[config.mk]
export PLATFORM = sky130hd
export DESIGN_NAME = rv_cpu_top
export DESIGN_NICKNAME = d
export VERILOG_FILES = /design/src/rtl/rv_cpu_top.sv
export SDC_FILE = /design/constraint.sdc
export NUM_CORES = 2
export LEC_CHECK = 0
export ABC_CLOCK_PERIOD_IN_PS = 5260
export CORE_MARGIN = 4
export CORE_UTILIZATION = 65
export DETAILED_ROUTE_END_ITERATION = 12
export DONT_BUFFER_PORTS = 1
export PLACE_DENSITY = 0.81
export SETUP_SLACK_MARGIN = 0.5
export SYNTH_ARGS = -nofsm -noshare
export SYNTH_HDL_FRONTEND = slang
export SYNTH_SLANG_ARGS = --single-unit
[constraint.sdc]
create_clock -name clk -period 5.26 [get_ports clk]
set_clock_uncertainty 0.05 [all_clocks]
set_input_delay 0.526 -clock clk [delete_from_list [all_inputs] [get_ports clk]]
set_output_delay 0.526 -clock clk [all_outputs]
set_load 0.01 [all_outputs]
[src/rtl/rv_cpu_top.sv]
// rv_cpu_top: single-issue, in-order, 5-stage RV32I-subset core
// (IF, ID, EX, MEM, WB) fed by a zero-latency combinational instruction ROM.
// Configuration macro: RV_CPU_FORWARD_EN. When defined, EX operands are
// forwarded from MEM, then WB. When undefined, ID stalls on RAW hazards
// against EX and MEM.
//
// Stage flow semantics: each stage register carries a valid bit. A slot
// with valid=0 is a bubble and never writes the register file or redirects
// the PC. On a stall, IF and ID hold and EX receives a bubble. On a
// redirect from EX, IF/ID and ID/EX receive bubbles and pc_IF loads the
// target. A redirect wins over a stall in the same cycle.

module rv_cpu_regfile (
  input  logic        clk,
  input  logic        rst_n,
  input  logic        we_i,
  input  logic [4:0]  wa_i,
  input  logic [31:0] wd_i,
  input  logic [4:0]  ra1_i,
  input  logic [4:0]  ra2_i,
  output logic [31:0] rd1_o,
  output logic [31:0] rd2_o
);
  logic [31:0] rf_in [0:31];

  // Synchronous clear on reset; writes to x0 are dropped
  always_ff @(posedge clk) begin
    if (!rst_n) begin
      for (int i = 0; i < 32; i++) rf_in[i] <= '0;
    end else if (we_i && (wa_i != 5'd0)) begin
      rf_in[wa_i] <= wd_i;
    end
  end

  // Write-through reads: a same-cycle WB write is visible to ID
  always_comb begin
    rd1_o = rf_in[ra1_i];
    rd2_o = rf_in[ra2_i];
    if (ra1_i == 5'd0) rd1_o = '0;
    else if (we_i && (wa_i == ra1_i)) rd1_o = wd_i;
    if (ra2_i == 5'd0) rd2_o = '0;
    else if (we_i && (wa_i == ra2_i)) rd2_o = wd_i;
  end
endmodule

module rv_cpu_top #(
  parameter logic [31:0] RESET_PC = 32'h0000_0000
) (
  input  logic        clk,
  input  logic        rst_n,
  input  logic [31:0] instr,
  output logic [13:0] pc
);
  localparam logic [6:0] OP_LUI   = 7'b0110111;
  localparam logic [6:0] OP_AUIPC = 7'b0010111;
  localparam logic [6:0] OP_JAL   = 7'b1101111;
  localparam logic [6:0] OP_JALR  = 7'b1100111;
  localparam logic [6:0] OP_BR    = 7'b1100011;
  localparam logic [6:0] OP_IMM   = 7'b0010011;
  localparam logic [6:0] OP_REG   = 7'b0110011;

  // Stage registers
  logic        valid_if_q, valid_if_d;
  logic [31:0] pc_if_q, pc_if_d;
  logic        valid_id_q, valid_id_d;
  logic [31:0] pc_id_q, pc_id_d, instr_id_q, instr_id_d;
  logic        valid_ex_q, valid_ex_d;
  logic [31:0] pc_ex_q, pc_ex_d, instr_ex_q, instr_ex_d;
  logic [31:0] rs1v_ex_q, rs1v_ex_d, rs2v_ex_q, rs2v_ex_d;
  logic        valid_mem_q, valid_mem_d, we_mem_q, we_mem_d;
  logic [4:0]  rd_mem_q, rd_mem_d;
  logic [31:0] res_mem_q, res_mem_d;
  logic        valid_wb_q, valid_wb_d, we_wb_q, we_wb_d;
  logic [4:0]  rd_wb_q, rd_wb_d;
  logic [31:0] res_wb_q, res_wb_d;

  // Debug-visible nets
  logic        valid_IF, valid_ID, valid_EX, rf_we_WB;
  logic [31:0] pc_IF, instr_IF, pc_ID, instr_ID, pc_EX, alu_result_EX, rf_wd_WB;
  logic [4:0]  wR_WB;

  assign valid_IF = valid_if_q;
  assign pc_IF    = pc_if_q;
  assign instr_IF = instr;
  assign valid_ID = valid_id_q;
  assign pc_ID    = pc_id_q;
  assign instr_ID = instr_id_q;
  assign valid_EX = valid_ex_q;
  assign pc_EX    = pc_ex_q;
  assign rf_we_WB = valid_wb_q & we_wb_q;
  assign wR_WB    = rd_wb_q;
  assign rf_wd_WB = res_wb_q;
  assign pc       = pc_IF[15:2];

  // ID: register read
  logic [4:0]  rs1_id, rs2_id;
  logic [31:0] rd1_id, rd2_id;
  assign rs1_id = instr_ID[19:15];
  assign rs2_id = instr_ID[24:20];

  rv_cpu_regfile u_registerf (
    .clk   (clk),
    .rst_n (rst_n),
    .we_i  (rf_we_WB),
    .wa_i  (wR_WB),
    .wd_i  (rf_wd_WB),
    .ra1_i (rs1_id),
    .ra2_i (rs2_id),
    .rd1_o (rd1_id),
    .rd2_o (rd2_id)
  );

  // EX: decode
  logic [6:0]  opc_ex;
  logic [2:0]  f3_ex;
  logic [4:0]  rd_ex;
  logic        is_lui, is_auipc, is_jal, is_jalr, is_br, is_imm, is_reg, we_ex;
  logic [31:0] imm_i, imm_u, imm_b, imm_j, op_a, op_b, alu_b, alu_val, target;
  logic        taken, redirect, stall;

  assign opc_ex   = instr_ex_q[6:0];
  assign f3_ex    = instr_ex_q[14:12];
  assign rd_ex    = instr_ex_q[11:7];
  assign is_lui   = (opc_ex == OP_LUI);
  assign is_auipc = (opc_ex == OP_AUIPC);
  assign is_jal   = (opc_ex == OP_JAL);
  assign is_jalr  = (opc_ex == OP_JALR);
  assign is_br    = (opc_ex == OP_BR);
  assign is_imm   = (opc_ex == OP_IMM);
  assign is_reg   = (opc_ex == OP_REG);
  assign we_ex    = is_lui | is_auipc | is_jal | is_jalr | is_imm | is_reg;
  assign imm_i    = {{20{instr_ex_q[31]}}, instr_ex_q[31:20]};
  assign imm_u    = {instr_ex_q[31:12], 12'b0};
  assign imm_b    = {{19{instr_ex_q[31]}}, instr_ex_q[31], instr_ex_q[7],
                     instr_ex_q[30:25], instr_ex_q[11:8], 1'b0};
  assign imm_j    = {{11{instr_ex_q[31]}}, instr_ex_q[31], instr_ex_q[19:12],
                     instr_ex_q[20], instr_ex_q[30:21], 1'b0};

`ifdef RV_CPU_FORWARD_EN
  logic [4:0] rs1_ex, rs2_ex;
  assign rs1_ex = instr_ex_q[19:15];
  assign rs2_ex = instr_ex_q[24:20];
  assign stall  = 1'b0;

  // EX operand select: WB result, overridden by the younger MEM result
  always_comb begin
    op_a = rs1v_ex_q;
    op_b = rs2v_ex_q;
    if (valid_wb_q && we_wb_q && (rd_wb_q != 5'd0) && (rd_wb_q == rs1_ex)) op_a = res_wb_q;
    if (valid_wb_q && we_wb_q && (rd_wb_q != 5'd0) && (rd_wb_q == rs2_ex)) op_b = res_wb_q;
    if (valid_mem_q && we_mem_q && (rd_mem_q != 5'd0) && (rd_mem_q == rs1_ex)) op_a = res_mem_q;
    if (valid_mem_q && we_mem_q && (rd_mem_q != 5'd0) && (rd_mem_q == rs2_ex)) op_b = res_mem_q;
  end
`else
  logic [6:0] opc_id;
  logic       use1_id, use2_id, hz_ex, hz_mem;
  assign opc_id  = instr_ID[6:0];
  assign use1_id = (opc_id == OP_JALR) | (opc_id == OP_BR) | (opc_id == OP_IMM) | (opc_id == OP_REG);
  assign use2_id = (opc_id == OP_BR) | (opc_id == OP_REG);
  assign op_a    = rs1v_ex_q;
  assign op_b    = rs2v_ex_q;

  // RAW hazard detection against the in-flight EX and MEM writers
  always_comb begin
    hz_ex  = valid_EX && we_ex && (rd_ex != 5'd0) &&
             ((use1_id && (rd_ex == rs1_id)) || (use2_id && (rd_ex == rs2_id)));
    hz_mem = valid_mem_q && we_mem_q && (rd_mem_q != 5'd0) &&
             ((use1_id && (rd_mem_q == rs1_id)) || (use2_id && (rd_mem_q == rs2_id)));
    stall  = valid_ID && (hz_ex || hz_mem);
  end
`endif

  assign alu_b = is_reg ? op_b : imm_i;

  // ALU for OP / OP-IMM
  always_comb begin
    alu_val = '0;
    case (f3_ex)
      3'b000: alu_val = (is_reg && instr_ex_q[30]) ? (op_a - alu_b) : (op_a + alu_b);
      3'b001: alu_val = op_a << alu_b[4:0];
      3'b010: alu_val = {31'b0, $signed(op_a) < $signed(alu_b)};
      3'b011: alu_val = {31'b0, op_a < alu_b};
      3'b100: alu_val = op_a ^ alu_b;
      3'b101: begin
        if (instr_ex_q[30]) alu_val = $signed(op_a) >>> alu_b[4:0];
        else                alu_val = op_a >> alu_b[4:0];
      end
      3'b110: alu_val = op_a | alu_b;
      default: alu_val = op_a & alu_b;
    endcase
  end

  // EX result, branch condition and redirect target
  always_comb begin
    if (is_lui)               alu_result_EX = imm_u;
    else if (is_auipc)        alu_result_EX = pc_EX + imm_u;
    else if (is_jal | is_jalr) alu_result_EX = pc_EX + 32'd4;
    else                      alu_result_EX = alu_val;
    case (f3_ex)
      3'b000:  taken = (op_a == op_b);
      3'b001:  taken = (op_a != op_b);
      3'b100:  taken = ($signed(op_a) < $signed(op_b));
      3'b101:  taken = ($signed(op_a) >= $signed(op_b));
      3'b110:  taken = (op_a < op_b);
      3'b111:  taken = (op_a >= op_b);
      default: taken = 1'b0;
    endcase
    redirect = valid_EX && (is_jal || is_jalr || (is_br && taken));
    if (is_jalr) target = (op_a + imm_i) & ~32'd1;
    else         target = pc_EX + (is_jal ? imm_j : imm_b);
  end

  // Next-state for all stage registers: redirect, then stall, then advance
  always_comb begin
    valid_if_d = 1'b1;
    pc_if_d    = pc_IF;
    valid_id_d = valid_ID;
    pc_id_d    = pc_ID;
    instr_id_d = instr_ID;
    valid_ex_d = valid_ID && !stall;
    pc_ex_d    = pc_ID;
    instr_ex_d = instr_ID;
    rs1v_ex_d  = rd1_id;
    rs2v_ex_d  = rd2_id;
    if (redirect) begin
      pc_if_d    = target;
      valid_id_d = 1'b0;
      valid_ex_d = 1'b0;
    end else if (!stall) begin
      if (valid_IF) pc_if_d = pc_IF + 32'd4;
      valid_id_d = valid_IF;
      pc_id_d    = pc_IF;
      instr_id_d = instr_IF;
    end
    valid_mem_d = valid_EX;
    we_mem_d    = we_ex;
    rd_mem_d    = rd_ex;
    res_mem_d   = alu_result_EX;
    valid_wb_d  = valid_mem_q;
    we_wb_d     = we_mem_q;
    rd_wb_d     = rd_mem_q;
    res_wb_d    = res_mem_q;
  end

  // Stage registers with synchronous active-low reset
  always_ff @(posedge clk) begin
    if (!rst_n) begin
      valid_if_q <= 1'b0;  pc_if_q    <= RESET_PC;
      valid_id_q <= 1'b0;  pc_id_q    <= '0;  instr_id_q <= '0;
      valid_ex_q <= 1'b0;  pc_ex_q    <= '0;  instr_ex_q <= '0;
      rs1v_ex_q  <= '0;    rs2v_ex_q  <= '0;
      valid_mem_q <= 1'b0; we_mem_q   <= 1'b0; rd_mem_q <= '0; res_mem_q <= '0;
      valid_wb_q <= 1'b0;  we_wb_q    <= 1'b0; rd_wb_q  <= '0; res_wb_q  <= '0;
    end else begin
      valid_if_q <= valid_if_d;  pc_if_q    <= pc_if_d;
      valid_id_q <= valid_id_d;  pc_id_q    <= pc_id_d;  instr_id_q <= instr_id_d;
      valid_ex_q <= valid_ex_d;  pc_ex_q    <= pc_ex_d;  instr_ex_q <= instr_ex_d;
      rs1v_ex_q  <= rs1v_ex_d;   rs2v_ex_q  <= rs2v_ex_d;
      valid_mem_q <= valid_mem_d; we_mem_q  <= we_mem_d; rd_mem_q <= rd_mem_d; res_mem_q <= res_mem_d;
      valid_wb_q <= valid_wb_d;  we_wb_q    <= we_wb_d;  rd_wb_q  <= rd_wb_d;  res_wb_q  <= res_wb_d;
    end
  end
endmodule

# Yosys cells after proc, flatten, opt, wreduce, memory -nomap -nowiden
# Memory sizes are Yosys's and may differ from the RTL's. A register that Yosys moved wholly into a read port is not among the register bits.
# Index checks and enable logic that the tools add are counted.
dict set report word_totals {
  ff_bits 241
  mem_bits_rw 1024
  inputBits 34
  output_inout_bits 14
  elab_cells 133
  memories 1
}
# memory words width rd rd_clocked_by_memory_dff write_ports line
set memory_table {}
lappend memory_table {u_registerf.rf_in 32 32 2 2 32 24} ;# logic [31:0] rf_in [0:31];
dict set report op_classes {
  n_addsub 7
  n_lt_le_gt_ge 6
  eq_ne 25
  shift 3
  muxes 21
  bitwise 17
  reduce_logical 36
}
# operator count
set op_table {}
lappend op_table {{$mux W32} 11}
lappend op_table {{$pmux W32 S7} 1}
lappend op_table {{$add A32 B32 Y32} 4}
lappend op_table {{$lt A32 B32 Y1} 4}
lappend op_table {{$add A32 B3 Y32 const B} 2}
lappend op_table {{$ge A32 B32 Y1} 2}
lappend op_table {{$eq A7 B7 Y1 const B} 5}
lappend op_table {{$and A32 B32 Y32} 1}
lappend op_table {{$eq A32 B32 Y1} 1}
lappend op_table {{$ne A32 B32 Y1} 1}
lappend op_table {{$or A32 B32 Y32} 1}
lappend op_table {{$reduce_or A32 Y1} 1}
lappend op_table {{$shl A32 B5 Y32} 1}
lappend op_table {{$shr A32 B5 Y32} 1}
lappend op_table {{$sshr A32 B5 Y32} 1}
lappend op_table {{$sub A32 B32 Y32} 1}
lappend op_table {{$xor A32 B32 Y32} 1}
lappend op_table {{$eq A7 B5 Y1 const B} 3}
lappend op_table {{$eq A7 B6 Y1 const B} 3}
lappend op_table {{$eq A5 B5 Y1} 4}
lappend op_table {{$mux W20} 1}
lappend op_table {{$logic_and A1 B1 Y1} 16}
lappend op_table {{$reduce_bool A5 Y1} 3}
lappend op_table {{$eq A3 B3 Y1 const B} 4}
lappend op_table {{other kinds (16)} 42}

# Logic depth before layout (Yosys ltp)
dict set report logic_depth {
  word_depth 13
  mapped_depth 23
}

# Modules after synthesis
# A second synthesis with hierarchy kept.
dict set report unflattened {
  hier_cells 7170
  area_unflattened_um2 81246.7
}
# module n_inst cells_each area_each_um2 seq_area_each_um2
set modules_own_cells {}
lappend modules_own_cells {rv_cpu_regfile 1 3818 55315.6 30749.5}
lappend modules_own_cells {rv_cpu_top 1 3352 25931.1 6105.9}

# Least setup slack after synthesis
# Ideal clock, no wire load.
dict set report synth_path {
  kind {reg2reg}
  start {reg instr_ex_q[5]}
  end {reg res_mem_q[14]}
  t_arrival_ns 4.507
  setup_slack_ns 0.586
  path_stages_with_launch 23
  n_path_buf 7
  path_cell_list {dfxtp_1 > buf_2 > and4b_1 > buf_2 > buf_6 > nand3_1 > and2_1 > inv_1 > buf_2 > buf_2 > buf_2 > buf_1 > ha_1 > o21ai_0 > a21oi_1 > a221oi_1 > o21bai_1 > a2111oi_0 > nor3_1 > xnor2_1 > nor2_1 > or3_1 > a32o_1}
}
dict set report synth_via {
  elab_chain_len 8
  elab_cells_between_ends 22
}
# element line
set synth_rtl {}
lappend synth_rtl {{from (decl)} 68} ;# logic [31:0] pc_ex_q, pc_ex_d, instr_ex_q, instr_ex_d;
lappend synth_rtl {{from (signal assigned)} 257} ;# valid_ex_q <= valid_ex_d; pc_ex_q <= pc_ex_d; instr_ex_q <= instr_ex_d;
lappend synth_rtl {{$eq A7 B6 Y1} 130} ;# assign is_reg = (opc_ex == OP_REG);
lappend synth_rtl {{$mux W32} 173} ;# assign alu_b = is_reg ? op_b : imm_i;
lappend synth_rtl {{$add A32 B32 Y32, or another cell as far along} 179} ;# 3'b000: alu_val = (is_reg && instr_ex_q[30]) ? (op_a - alu_b) : (op_a + alu_b);
lappend synth_rtl {{$mux W32 (on tied branches)} {179, 185}}
lappend synth_rtl {{$pmux W32 S7} 178} ;# case (f3_ex)
lappend synth_rtl {{$mux W32} 197} ;# else if (is_jal | is_jalr) alu_result_EX = pc_EX + 32'd4;
lappend synth_rtl {{$mux W32} 196} ;# else if (is_auipc) alu_result_EX = pc_EX + imm_u;
lappend synth_rtl {{$mux W32 *} 195} ;# if (is_lui) alu_result_EX = imm_u;
lappend synth_rtl {{to (signal assigned)} 259} ;# valid_mem_q <= valid_mem_d; we_mem_q <= we_mem_d; rd_mem_q <= rd_mem_d; res_mem_q <= res_mem_d;
lappend synth_rtl {{to (decl)} 72} ;# logic [31:0] res_mem_q, res_mem_d;
# Mark *: on every way between the ends. The rest lies on a longest branch, timed or not.
# A chain may end at the register's enable or synchronous reset.

# Worst setup path after layout
dict set report layout_path {
  start {reg instr_ex_q[0]}
  end {reg res_mem_q[7]}
}
dict set report layout_via {
  elab_chain_len 7
  elab_cells_between_ends 22
}
# element line
set layout_rtl {}
lappend layout_rtl {{$eq A7 B6 Y1} 130}
lappend layout_rtl {{$mux W32} 173}
lappend layout_rtl {{$add A32 B32 Y32, or another cell as far along} 179}
lappend layout_rtl {{$mux W32 (on tied branches)} {179, 185}}
lappend layout_rtl {{$pmux W32 S7} 178}
lappend layout_rtl {{$mux W32} 197}
lappend layout_rtl {{$mux W32} 196}
# Several ways; a longest one is shown, not always the timed one.

==> qor.csv <==
metric,value,unit
r2r-end,res_mem_q[7],
layout_commonest_cell,and2_1,
vias,67500,
fin_setup_tns,0,ps
fin_crit_sh,88.7,%
h-tree-depth,4,
netlist_instances,7056,
reg2reg_from,instr_ex_q[0],
synth-edff-count,1024,
finalSetupViolations,0,
finalHoldViolations,0,
ys.flop_type,edfxtp_1,
netlist_area,0.0808,mm²
layout.nets,7211,
start_util,65.3,%
core,0.124,mm²
reg2reg_depth,13,
cp_num_buf_inv,3,
seq_area_frac_synth,45.6,%
grt_pass1_vias,66100,
fillerInstances,8090,
required,5860,ps
gr-usage-met1,61.1,%
slowest_stage,a2111oi_0,
clock_tree.buffer_depth,3,
cts_tree,done,
status,"complete, but fails checks",
cp-startpoint,instr_ex_q[0],
grt_usage,51.3,%
final.setup.worst_slack,593,ps
max_freq,0.214,GHz
design_area,0.0890,mm²
gr-usage-met3,18.7,%
slowest_delay,660,ps
first_iter_violations,12200,
violations,"max-capacitance violations, max-slew violations",
min_from,rst_n,
top_level_ports,48,
period_minus_slack,4670,ps
worst_slew_pin_slew,1530,ps
rows,129,
pre_cts_slack,353,ps
yosysWarnings,0,
drive_gt1_share,17.9,%
place_congestion,1.11,
cp_top_family,compound AO/OA/AOI/OAI gates,
hold_class,in -> reg,
die_w,361,µm
portBuffers,0,
path_clk_slew,60,ps
grt_max_degree,127,
cts_num_sinks,1329,
ys_seq_elements,1329,
cts_made_buffers,143,
grt_pass1_wl,477000,µm
powerDensity,302,mW/mm²
ir_drop,0.356,mV
worst_slew_margin_rel,-2.03,%
clk_latency,830,ps
globalRouteOverflowTotal,0,
synthArstFlopShare,0,%
crit_chain,and4b_1 -> buf_4 -> a21boi_1 -> nor2_4 -> buf_4 -> mux4_2 -> a22oi_1 -> o32ai_1 -> a21oi_1 -> nor2_1 -> a2111oi_0 -> buf_4 -> a221oi_1,
path_class,reg -> reg,
maxSlewViolCount,34,
maxCapViolCount,1,
worst-r2r-setup-slack,590,ps
busiest_layer,met2,
route.detailed.drc,0,
crit_top_cell,buf_4,
cp-end-kind,flop,
die_h,361,µm
synth_cell_type_count,107,
crit_end,res_mem_q[7],
drt-total-wl,338000,µm
antenna_found_initial,26,
crit_arrival,5270,ps
leakage,0.0328,µW
ant_nets,0,
wire_per_inst,38.6,µm
critPathMaxFanout,55,
syn2layout_area_growth,10.2,%
cts-root-buf,clkbuf_16,
layout_common_cells,"and2_1, edfxtp_1, mux4_2, nand2_1, a21oi_1",
placed_area,0.0836,mm²
avgSynthCellArea,11.5,µm²
dr.pass1.iters,6,
vias_per_cell,7.72,
cp_num_cells,13,
rsz0062_at_grt,true,
startpoint_type,flop,
die-area,0.130,mm²
place_hpwl,220000,µm
grt_use_met2,74.9,%
[how the worst min path moves through the flow]
stage | end | slack, ps | cells after the start
6_report | res_mem_q[6] | 100 | 2
3_5_place_dp | res_wb_q[17] | 370 | 1
2_1_floorplan | res_wb_q[0] | 360 | 1
3_3_place_gp | res_wb_q[6] | 370 | 1
4_1_cts | res_mem_q[6] | 6 | 2
5_1_grt | res_mem_q[6] | 20 | 2
[flip-flops by register name, summed over array words and instances (netlist names), 5 cells and up]
name / flops
instr_ID: 32
instr_ex_q: 32
op_a: 32
op_b: 32
pc_EX: 32
pc_ID: 32
pc_IF: 32
rd_mem_q: 5
rd_wb_q: 5
res_mem_q: 32
res_wb_q: 32
u_registerf.rf_in: 1024
[stage by stage]
stage	hold slack, ps	cells	total power, µW	utilization (%)
CTS	6.41	8714	26500	71.8
global route	21.7	8728	27300	72.0
detailed placement	367	8419	16200	67.7
finish	101	8746	26900	72.0
global placement	368	8419	16100	67.7
floorplan	362	7087	14500	-
[power breakdown]
part | internal (µW) | switching (µW) | leakage, µW | total (µW)
clock | 5910 | 4580 | 0.00233 | 10500
sequential | 11700 | 499 | 0.0131 | 12200
combinational | 1520 | 2700 | 0.0175 | 4220
total | 19100 | 7780 | 0.0328 | 26900
[final cells by class]
type / instances / area, µm² / share of cell area (%)
multi-input combinational: 4968 / 41500 / 46.6
sequential: 1329 / 36900 / 41.5
clock buffer: 185 / 3860 / 4.34
timing repair buffer: 366 / 3120 / 3.51
tap: 1637 / 2050 / 2.30
clock inverter: 77 / 952 / 1.07
inverter: 161 / 612 / 0.687
antenna: 23 / 57.6 / 0.0647
[logic make-up (layout without fill, tap and decap cells)]
group / count (synthesis) / after routing / share of synthesized area [%]
multiplexers: 816 / 816 / 18.1
other: 1 / 55 / 0.00464
XOR/XNOR: 181 / 181 / 1.96
buffers and inverters: 790 / 789 / 3.91
AND/OR/NAND/NOR: 2309 / 2309 / 15.5
flip-flops: 1329 / 1329 / 45.6
adder cells (fa/ha/maj): 208 / 208 / 3.26
AO/OA/AOI/OAI: 1422 / 1422 / 11.6
[synth_stat cells, types with 18 or more instances]
cell type | n | share of area, %
and2_1 | 1119 | 8.7
edfxtp_1 | 1024 | 38
mux4_2 | 508 | 14
clkbuf_1 | 457 | 2.1
nand2_1 | 428 | 2.0
a21oi_1 | 404 | 2.5
dfxtp_1 | 305 | 7.6
nor2_1 | 303 | 1.4
mux2i_1 | 248 | 3.1
o21ai_0 | 234 | 1.4
ha_1 | 204 | 3.2
inv_1 | 154 | 0.72
a211oi_1 | 137 | 1.3
xnor2_1 | 114 | 1.2
nand3_1 | 94 | 0.58
buf_1 | 91 | 0.42
nor3_1 | 82 | 0.51
o211ai_1 | 75 | 0.70
nand2b_1 | 69 | 0.53
a221oi_1 | 67 | 0.73
o22ai_1 | 67 | 0.52
xor2_1 | 67 | 0.73
a21o_1 | 66 | 0.61
mux2_2 | 60 | 0.84
buf_2 | 56 | 0.35
a31oi_1 | 49 | 0.38
and3_1 | 41 | 0.32
o221ai_1 | 40 | 0.43
nand4_1 | 37 | 0.29
o21bai_1 | 26 | 0.24
nor4_1 | 25 | 0.19
o21a_1 | 25 | 0.23
o31ai_1 | 20 | 0.19
buf_4 | 19 | 0.18
or3_1 | 19 | 0.15
a21boi_0 | 18 | 0.17
nor2b_1 | 18 | 0.14
[repair_timing]
| item | in CTS | in global routing |
|---|---|---|
| hold endpoints to repair | 158 | 0 |
| pin swaps | 0 | 1 |
| setup endpoints to repair | 3 | 17 |
| hold buffers | 33 | 0 |
| setup buffers | 0 | 8 |
| gates resized for setup | 2 | 14 |
[layer usage]
metal  part of all wire (%)  up-vias
li1                       -    26300
met1                     31    32500
met2                     43     6791
met3                     15     1924
met4                     11       12
met5                  0.025        -
(Power assumes the default switching activity.)
